--- config.mk ---
export PLATFORM = sky130hd
export DESIGN_NAME = slink_apb4_tgt_flat
export DESIGN_NICKNAME = d
export VERILOG_FILES = /design/src/rtl/slink_apb4_tgt_if.sv /design/src/rtl/slink_apb4_tgt.sv /design/src/flat_wrapper.sv
export SDC_FILE = /design/constraint.sdc
export NUM_CORES = 1
export LEC_CHECK = 0
export CORE_AREA = 2 2 129 131
export CTS_BUF_LIST = sky130_fd_sc_hd__clkbuf_16
export DETAILED_ROUTE_END_ITERATION = 16
export DIE_AREA = 0 0 131 133
export MAX_ROUTING_LAYER = met4
export PLACE_DENSITY = 0.71
export SETUP_SLACK_MARGIN = 0.15
export SLEW_MARGIN = 20
export SYNTH_ARGS = -nofsm -noshare
export SYNTH_HDL_FRONTEND = slang
export SYNTH_SLANG_ARGS = --single-unit
--- constraint.sdc ---
create_clock -name apb_clk -period 4.2 [get_ports apb_clk]
set_input_delay 0.63 -clock apb_clk [delete_from_list [all_inputs] [get_ports apb_clk]]
set_output_delay 0.63 -clock apb_clk [all_outputs]
set_load 0.01 [all_outputs]
--- src/rtl/slink_apb4_tgt_if.sv ---
// slink_apb4_tgt_if: APB4 bus between an APB master and the S-Link APB tunnel target.
interface slink_apb4_tgt_if #(
    parameter int ADDR_WIDTH = 32
);
    logic [ADDR_WIDTH-1:0] paddr;
    logic                  pwrite;
    logic                  psel;
    logic                  penable;
    logic [31:0]           pwdata;
    logic [3:0]            pstrb;
    logic [2:0]            pprot;
    logic [31:0]           prdata;
    logic                  pready;
    logic                  pslverr;

    modport master (
        output paddr, pwrite, psel, penable, pwdata, pstrb, pprot,
        input  prdata, pready, pslverr
    );

    modport slave (
        input  paddr, pwrite, psel, penable, pwdata, pstrb, pprot,
        output prdata, pready, pslverr
    );
endinterface

--- src/rtl/slink_apb4_tgt.sv ---
// slink_apb4_tgt: tunnels APB4 transfers over S-Link as tagged request/response packets.
// Optional response timeout enabled by defining SLINK_APB4_TGT_TIMEOUT_EN.
module slink_apb4_tgt #(
    parameter int          ADDR_WIDTH       = 32,
    parameter logic [7:0]  APB_READ_DT      = 8'h30,
    parameter logic [7:0]  APB_READ_RSP_DT  = 8'h31,
    parameter logic [7:0]  APB_WRITE_DT     = 8'h32,
    parameter logic [7:0]  APB_WRITE_RSP_DT = 8'h33,
    parameter int          TIMEOUT_CYCLES   = 1024
) (
    input  logic                   apb_clk,
    input  logic                   apb_reset,
    slink_apb4_tgt_if.slave        apb,
    input  logic                   enable,
    output logic                   a2l_valid,
    input  logic                   a2l_ready,
    output logic [ADDR_WIDTH+71:0] a2l_data,
    input  logic                   l2a_valid,
    output logic                   l2a_accept,
    input  logic [71:0]            l2a_data,
    output logic [7:0]             drop_count,
    output logic                   timeout_seen,
    output logic                   busy
);
    typedef enum logic [1:0] {IDLE, REQ, WAIT_RSP, RESP} state_t;

    state_t                state, state_n;
    logic [ADDR_WIDTH-1:0] addr_q;
    logic [31:0]           wdata_q;
    logic [3:0]            pstrb_q;
    logic [2:0]            pprot_q;
    logic                  pwrite_q, dis_q;
    logic [7:0]            tag_q;
    logic [1:0]            en_q;
    logic                  enable_sync, setup, hit, take, abort, tmo_hit;
    logic [7:0]            rsp_dt;
    logic [15:0]           wc;
    logic                  unused;

    assign enable_sync = en_q[1];
    assign setup       = apb.psel && !apb.penable;
    assign rsp_dt      = pwrite_q ? APB_WRITE_RSP_DT : APB_READ_RSP_DT;
    assign hit         = l2a_valid && l2a_data[7:0] == rsp_dt && l2a_data[71:64] == tag_q;
    // dis_q keeps a disabled access on the error path even if enable returns mid-flight
    assign abort       = !enable_sync || dis_q || tmo_hit;
    assign take        = state == WAIT_RSP && !abort && hit;
    assign wc          = 16'(ADDR_WIDTH / 8 + (pwrite_q ? 6 : 2));
    assign a2l_data    = {pwrite_q ? wdata_q : 32'h0, tag_q, 1'b0, pprot_q, pstrb_q, addr_q, wc,
                          pwrite_q ? APB_WRITE_DT : APB_READ_DT};
    assign a2l_valid   = state == REQ;
    assign l2a_accept  = l2a_valid;
    assign busy        = state != IDLE;
    assign unused      = ^{l2a_data[63:57], l2a_data[23:8]};

    always_ff @(posedge apb_clk or posedge apb_reset)
        if (apb_reset) state <= IDLE;
        else           state <= state_n;

    // A disabled access passes through WAIT_RSP so its error completion lands one cycle later
    always_comb begin
        state_n = state;
        unique case (state)
            IDLE:     state_n = setup ? (enable_sync ? REQ : WAIT_RSP) : IDLE;
            REQ:      state_n = abort ? RESP : (a2l_ready ? WAIT_RSP : REQ);
            WAIT_RSP: state_n = (abort || hit) ? RESP : WAIT_RSP;
            RESP:     state_n = IDLE;
        endcase
    end

    always_ff @(posedge apb_clk or posedge apb_reset)
        if (apb_reset) begin
            en_q        <= '0;
            addr_q      <= '0;
            wdata_q     <= '0;
            pstrb_q     <= '0;
            pprot_q     <= '0;
            pwrite_q    <= 1'b0;
            dis_q       <= 1'b0;
            tag_q       <= '0;
            drop_count  <= '0;
            apb.pready  <= 1'b0;
            apb.pslverr <= 1'b0;
            apb.prdata  <= '0;
        end else begin
            en_q       <= {en_q[0], enable};
            apb.pready <= state_n == RESP;
            if (state == IDLE && setup) begin
                addr_q   <= apb.paddr;
                wdata_q  <= apb.pwdata;
                pstrb_q  <= apb.pstrb;
                pprot_q  <= apb.pprot;
                pwrite_q <= apb.pwrite;
                dis_q    <= !enable_sync;
            end
            if (state_n == RESP) begin
                apb.prdata  <= (take && !pwrite_q) ? l2a_data[55:24] : 32'h0;
                apb.pslverr <= take ? l2a_data[56] : 1'b1;
            end
            if (state == RESP) tag_q <= tag_q + 8'd1;
            if (l2a_valid && !take && drop_count != 8'hFF) drop_count <= drop_count + 8'd1;
        end

`ifdef SLINK_APB4_TGT_TIMEOUT_EN
    localparam int CW = $clog2(TIMEOUT_CYCLES);
    logic [CW-1:0] tmo_cnt;

    assign tmo_hit = (state == REQ || state == WAIT_RSP) && tmo_cnt == CW'(TIMEOUT_CYCLES - 1);

    always_ff @(posedge apb_clk or posedge apb_reset)
        if (apb_reset) begin
            tmo_cnt      <= '0;
            timeout_seen <= 1'b0;
        end else begin
            tmo_cnt      <= (state == REQ || state == WAIT_RSP) ? tmo_cnt + 1'b1 : '0;
            timeout_seen <= timeout_seen | tmo_hit;
        end
`else
    logic unused_tmo;
    assign unused_tmo   = TIMEOUT_CYCLES[0];
    assign tmo_hit      = 1'b0;
    assign timeout_seen = 1'b0;
`endif
endmodule

--- src/flat_wrapper.sv ---
// flat-port wrapper written by rule: the top's interface ports become plain ports
module slink_apb4_tgt_flat 
#(
    parameter int          ADDR_WIDTH       = 32,
    parameter logic [7:0]  APB_READ_DT      = 8'h30,
    parameter logic [7:0]  APB_READ_RSP_DT  = 8'h31,
    parameter logic [7:0]  APB_WRITE_DT     = 8'h32,
    parameter logic [7:0]  APB_WRITE_RSP_DT = 8'h33,
    parameter int          TIMEOUT_CYCLES   = 1024
)
  (apb_clk, apb_reset, enable, a2l_valid, a2l_ready, a2l_data, l2a_valid, l2a_accept, l2a_data, drop_count, timeout_seen, busy, apb_paddr, apb_pwrite, apb_psel, apb_penable, apb_pwdata, apb_pstrb, apb_pprot, apb_prdata, apb_pready, apb_pslverr);
  slink_apb4_tgt_if #(.ADDR_WIDTH(ADDR_WIDTH)) apb_i ();
  input  logic apb_clk;
  input  logic apb_reset;
  input  logic enable;
  output logic a2l_valid;
  input  logic a2l_ready;
  output logic [ADDR_WIDTH+71:0] a2l_data;
  input  logic l2a_valid;
  output logic l2a_accept;
  input  logic [71:0] l2a_data;
  output logic [7:0] drop_count;
  output logic timeout_seen;
  output logic busy;
  input wire logic [$bits(apb_i.paddr)-1:0] apb_paddr;
  input wire logic [$bits(apb_i.pwrite)-1:0] apb_pwrite;
  input wire logic [$bits(apb_i.psel)-1:0] apb_psel;
  input wire logic [$bits(apb_i.penable)-1:0] apb_penable;
  input wire logic [$bits(apb_i.pwdata)-1:0] apb_pwdata;
  input wire logic [$bits(apb_i.pstrb)-1:0] apb_pstrb;
  input wire logic [$bits(apb_i.pprot)-1:0] apb_pprot;
  output wire logic [$bits(apb_i.prdata)-1:0] apb_prdata;
  output wire logic [$bits(apb_i.pready)-1:0] apb_pready;
  output wire logic [$bits(apb_i.pslverr)-1:0] apb_pslverr;
  assign apb_i.paddr = apb_paddr;
  assign apb_i.pwrite = apb_pwrite;
  assign apb_i.psel = apb_psel;
  assign apb_i.penable = apb_penable;
  assign apb_i.pwdata = apb_pwdata;
  assign apb_i.pstrb = apb_pstrb;
  assign apb_i.pprot = apb_pprot;
  assign apb_prdata = apb_i.prdata;
  assign apb_pready = apb_i.pready;
  assign apb_pslverr = apb_i.pslverr;
  slink_apb4_tgt #(.ADDR_WIDTH(ADDR_WIDTH), .APB_READ_DT(APB_READ_DT), .APB_READ_RSP_DT(APB_READ_RSP_DT), .APB_WRITE_DT(APB_WRITE_DT), .APB_WRITE_RSP_DT(APB_WRITE_RSP_DT), .TIMEOUT_CYCLES(TIMEOUT_CYCLES)) u_core (.apb_clk(apb_clk), .apb_reset(apb_reset), .apb(apb_i), .enable(enable), .a2l_valid(a2l_valid), .a2l_ready(a2l_ready), .a2l_data(a2l_data), .l2a_valid(l2a_valid), .l2a_accept(l2a_accept), .l2a_data(l2a_data), .drop_count(drop_count), .timeout_seen(timeout_seen), .busy(busy));
endmodule
==> run metrics, run 1 <==
status complete, no violations; RSZ-0062 raised after global routing no; # clock sinks approximately 130; Setup CP Type reg -> out; final setup vio count 0; Yosys reg bits roughly 130; Final period util 0.659; DRC viols 0; Final Max Tran Viols 0; DRT Wirelength ~14000 um; Routed WL per cell approximately 15 um; Max Clock Freq approximately 360 MHz; CTS clock-pin slew for the worst setup and hold paths about 0.060 ns; number of buffers added on ports 254; vias in the first global route between 4000 and 5000; min-delay worst type reg -> reg; initial antenna violation count 0; layout net count 816; number of DRC markers in iteration 0 between 100 and 150; DIE HEIGHT 133 um; Tot GR Track Use 0.163; Area growth syn-to-layout 58.6%; CP required between 3 and 4 ns; core outline area 0.0162 mm^2; TritonCTS buffer count 17; CP Data Arrival Time approximately 2.1 ns; Worst Slack Setup Final 1.43 ns; critical path's largest stage delay about 0.73 ns; Worst IR Drop VDD between 300 and 400 uV; global-route wire length before repair ~21000 um; worst slack, placed ~1.4 ns; worst-path cell chain buf_4, and2_1, clkdlybuf4s50_1; critical path endpoint category primary output; hold_buf cts 0; number of synthesized flops with an enable pin 0; Antenna diodes 0; Final min period between 2 and 3 ns; clock buffer depth 2; Synth area leaders dfrtp_1 58%, mux2_1 9.7%, mux2_2 5.3%; Final Hold Viols 0; I/O pins approximately 300; Mean Syn Cell Area between 10 and 15 um^2; GPL Wtd Cong ~0.84; Mapped Cells around 410; sum of negative setup slack 0 ns; CTS root buffer clkbuf_16; largest net degree at the start of global routing 68; Main synth FF type dfrtp_1; worst skew pair latency between 0.4 and 0.5 ns; 1st-pass router iterations 4; post-synth cell types ~40; GRT Residual Overflow 0; via count 4020; Routed Antenna Nets 0; Seq/Total Area, Yosys 0.580; Rows 47; width of the die around 130 um; cell taking the most area after synthesis dfrtp_1; post-CTS setup buffer count 0; post-cts sizing count 0; Die Area ~0.017 mm^2; layout cell share with drive strength beyond 1 0.105; CP startpoint kind register; Async S/R FF share, synth 1.00; PD cells ~620 mW/mm^2; Lkg Pwr 0.00369 uW; DPL Wire Length a little over 10000 um; Max-cap violations 0; Slew headroom 0.428; initial core utilization 0.339; Tot Pwr between 5000 and 6000 uW; worst-path fanout max 26; Synth top area share 0.580; H-tree depth 4; slowest stage cell, crit path dfrtp_1; Avg Vias per Cell about 4.5; synth warn 0; Worst Clk Skew 0.00860 ns; worst slew pin tran about 0.86 ns; post-synthesis cell area around 0.0055 mm^2; CTS tree yes
## final cells by class
cell class              instances  area [um^2]
clock buffers                  17          425
flip-flops and latches        127         3180
inverters                       6         25.0
clock inverters                14          128
multi-input cells             250         2060
repair buffers                261         2590
fillers                      1390         7490
well taps                     220          275
## Yosys cell counts, drive strengths merged, types with 7 or more instances
library cell  count
and2             32
dfrtp           127
xnor2            15
nand3             7
buf              41
nand2            11
nor3              7
xor2              8
a22o             32
mux2             73
## kinds of logic after synthesis
group | share of synthesized area
flops | 0.580
other cells | 0.00137
xor+xnor | 0.0423
simple gates | 0.0960
fa+ha+maj | 0.00457
buf+inv | 0.0601
mux | 0.152
compound gates | 0.0633
## power breakdown
| group | switching, uW | total, uW | internal (uW) | leakage, uW |
|---|---|---|---|---|
| sequential | 307 | 1960 | 1660 | 0.00158 |
| combinational | 815 | 2030 | 1210 | 0.00183 |
| clock | 529 | 1390 | 857 | 0.000272 |
## flip-flops by register name, indices dropped and copies added, names as in the netlist
name                cells
u_core.wdata_q         32
u_core.apb.prdata      32
u_core.pprot_q          3
u_core.dis_q            1
u_core.state            2
u_core.addr_q          32
u_core.en_q             2
u_core.tag_q            8
u_core.pstrb_q          4
u_core.pwrite_q         1
u_core.apb.pready       1
u_core.apb.pslverr      1
u_core.drop_count       8
## worst paths after layout
check | cells after the start | slack (ns) | to | startpoint
setup / recovery | 3 | 1.43 | a2l_data[98] | u_core.pwrite_q$_DFFE_PP0P_
hold / removal | 0 | 0.36 | u_core.en_q[1]$_DFF_PP0_ | u_core.en_q[0]$_DFF_PP0_
setup reg to reg | 7 | 1.68 | u_core.apb.prdata[14]$_DFFE_PP0N_ | u_core.pwrite_q$_DFFE_PP0P_
hold reg to reg | 0 | 0.36 | u_core.en_q[1]$_DFF_PP0_ | u_core.en_q[0]$_DFF_PP0_
max in group asynchronous | 3 | 2.78 | u_core.wdata_q[27]$_DFFE_PP0P_ | apb_reset
min in group asynchronous | 3 | 0.79 | u_core.pstrb_q[0]$_DFFE_PP0P_ | apb_reset
## through the flow
| stage | util | hold WS [ns] | std cells | instance area (um^2) |
|---|---|---|---|---|
| 2_1_floorplan | - | 0.331 | 427 | 5550 |
| 3_3_place_gp | 0.503 | 0.334 | 864 | 8130 |
| 3_5_place_dp | 0.503 | 0.358 | 864 | 8130 |
| 4_1_cts | 0.537 | 0.373 | 895 | 8680 |
| 5_1_grt | 0.537 | 0.383 | 895 | 8680 |
| 6_report | 0.537 | 0.361 | 895 | 8680 |
## worst max-delay path: cells and delay by family, from the launching register on
kind	cells	cell delay, ns
DFF	1	0.73
and+or+nand+nor	1	0.15
buffers and inverters	2	0.84
## metal layers
| metal | vias up | track usage | wire, um |
|---|---|---|---|
| met5 | - | - | 0 |
| met4 | 0 | 0.0668 | 312 |
| met3 | 27 | 0.0445 | 1010 |
| met2 | 181 | 0.262 | 6790 |
| met1 | 1935 | 0.193 | 5740 |
| li1 | 1877 | - | - |
## placed cells by master, fill, tap and decap left out, types with 2 or more instances in the layout
cell             instances
nand2b_1                 3
and2_1                  32
xnor2_2                  4
nor3_1                   5
nand3_1                  7
clkdlybuf4s50_1        254
buf_4                    7
mux2_2                  26
clkbuf_16               17
clkinv_4                 2
inv_1                    6
nor2_1                   6
clkinvlp_4               2
clkinv_2                 4
ha_1                     2
nand2_1                 11
xor2_1                   8
o21ai_0                  3
bufinv_16                2
conb_1                  23
and4bb_1                 2
nand4_1                  6
o21ai_1                  2
nor2b_1                  2
a22o_1                  32
xnor2_1                 11
clkinv_1                 3
dfrtp_1                127
mux2_1                  47
Power figures use the tool's default switching activity.
==> run 2: changes to the inputs <==
clock period = 2.2 ns   (was 4.2 ns; I/O delays follow)
==> run metrics, run 2 (synthesized netlist as in run 1, its figures left out) <==
Routed WL per cell 15.7 um (+1.7%); multi-input combinational cell area 0.00208 mm^2 (+1.0%); R2R depth 9 (+2); status complete, no violations; Post-Route Utilization 0.556 (+0.0194); worst slack, placed -0.119 ns (-1.56 ns); Lkg Pwr 0.00400 uW (+8.5%); Hold EP u_core.en_q[1]$_DFF_PP0_; Crit Reg-Reg Startpoint u_core.pwrite_q$_DFFE_PP0P_; Final Max Tran Viols 0 (unchanged); core outline area 0.0162 mm^2 (unchanged); Worst IR Drop VDD 787 uV (+130%); CTS root buffer clkbuf_16; Routed Antenna Nets 0 (unchanged); initial core utilization 0.339 (unchanged); I/O pins 301 (unchanged); CTS clock-pin slew for the worst setup and hold paths 0.06 ns (about the same); Die Area 0.0174 mm^2 (unchanged); sum of negative setup slack 0 ns (unchanged); Max-cap violations 0 (unchanged); Antenna diodes 0 (unchanged); Worst Hold Launch u_core.en_q[0]$_DFF_PP0_; Final period util 0.944; fin area 0.00900 mm^2 (+3.6%); number of buffers added on ports 254 (unchanged); Filler cells 1379 (-0.79%); most common cell after layout, fill and taps aside clkdlybuf4s50_1; CTS tree yes; layout net count 827 (+1.3%); Setup CP Type reg -> out; width of the die 131 um (unchanged); Avg Vias per Cell 4.56 (+1.5%); worst-path fanout max 18 (-31%); Slew headroom 0.653 (+0.225); DPL Wire Length 10100 um (about the same); worst slew pin tran 0.520 ns (-0.337 ns); worst skew pair latency 0.41 ns (about the same); Max Clock Freq around 480 MHz; DRT Wirelength 14300 um (+2.9%); largest net degree at the start of global routing 94 (+38%); Final min period between 2 and 2.5 ns; Worst Clk Skew 0.00714 ns (-0.00146 ns); CP required 1.87 ns (-1.70 ns); Final Hold Viols 0 (unchanged); DIE HEIGHT 133 um (unchanged); Tot GR Track Use 0.164 (+0.00131); setup slack, reg-to-reg 0.17 ns (-1.51 ns); Rows 47 (unchanged); RSZ-0062 raised after global routing yes; initial antenna violation count 0 (unchanged); PD cells 1180 mW/mm^2 (+90%); global-route wire length before repair 21500 um (about the same); Area growth syn-to-layout 64.3%; min-delay worst type reg -> reg; # clock sinks 127 (unchanged); CP Data Arrival Time 1.75 ns (-0.39 ns); critical path endpoint category primary output; CP startpoint kind register; DRC viols 0 (unchanged); most frequent cells in the layout 220 x clkdlybuf4s50_1, 125 x dfrtp_1, 47 x mux2_1; Worst Slack Setup Final 0.122 ns (-1.31 ns); Tot Pwr 10600 uW (+97%); 1st-pass router iterations 4 (unchanged); hold path depth 0 (unchanged); Register Area 0.00318 mm^2 (about the same); number of DRC markers in iteration 0 127 (+22%); via count 4129 (+2.7%); clock buffer depth 2 (unchanged); reg2reg end u_core.apb.prdata[5]$_DFFE_PP0N_; final setup vio count 0 (unchanged); largest registers u_core.addr_q (32), u_core.apb.prdata (32), u_core.wdata_q (32); vias in the first global route 4144 (-2.9%); TritonCTS buffer count 17 (unchanged); dpl cell area 0.00822 mm^2 (+1.2%); GPL Wtd Cong 0.869 (+3.3%); layout cell share with drive strength beyond 1 0.130 (+0.0246); hold_buf cts 0 (unchanged); GRT Residual Overflow 0 (unchanged); H-tree depth 4 (unchanged)
==> run 2: repair_timing <==
item | CTS | global route
cloned | 1 | 3
endpoints found under the hold margin | 0 | 0
buffers inserted | 2 | 1
pin swaps | 0 | 1
gates resized for setup | 30 | 12
setup endpoints to repair | 35 | 47
==> run 2: cell type report <==
type / instances / area share
sequential: 127 / 0.354
multi-input combinational: 250 / 0.231
clock buffer: 17 / 0.0473
clock inverter: 14 / 0.0213
inverter: 6 / 0.00292
tap: 220 / 0.0306
timing repair buffer: 272 / 0.313
==> run 2: worst max-delay path by stage <==
| stage | slack [ns] | from | endpoint |
|---|---|---|---|
| floorplan | 0.30 | apb_reset | u_core.addr_q[0]$_DFFE_PP0P_ |
| global placement | -0.07 | l2a_data[6] | u_core.apb.prdata[17]$_DFFE_PP0N_ |
| detailed placement | -0.12 | l2a_data[2] | u_core.apb.prdata[25]$_DFFE_PP0N_ |
| CTS | 0.09 | u_core.pwrite_q$_DFFE_PP0P_ | a2l_data[81] |
| global route | 0.06 | u_core.pwrite_q$_DFFE_PP0P_ | a2l_data[94] |
| finish | 0.12 | u_core.pwrite_q$_DFFE_PP0P_ | a2l_data[94] |
==> run 2: routing by layer <==
| layer | up-vias | global-route usage | routed length, um |
|---|---|---|---|
| met5 | - | - | 0 |
| met4 | 0 | 0.0591 | 242 |
| met3 | 19 | 0.0534 | 1130 |
| met2 | 178 | 0.270 | 7090 |
| met1 | 2021 | 0.187 | 5810 |
| li1 | 1911 | - | - |
==> run 2: per-stage QoR <==
step | hold WS (ns) | cells
2_1_floorplan | 0.331 | 427
4_1_cts | 0.351 | 902
3_3_place_gp | 0.335 | 868
3_5_place_dp | 0.339 | 868
6_report | 0.349 | 906
5_1_grt | 0.350 | 906
==> run 2: worst max-delay path, cell delays in order (launching register included) <==
cell and delay, ns:
dfrtp_2 0.39, bufbuf_16 0.30, and2_1 0.13, clkdlybuf4s50_1 0.52
==> run 2: where the power goes <==
group          leakage (uW)  internal [uW]  switching (uW)
Clock              0.000293           1890            1020
Combinational       0.00213           2360            1650
Sequential          0.00158           3170             523
Total               0.00400           7420            3190
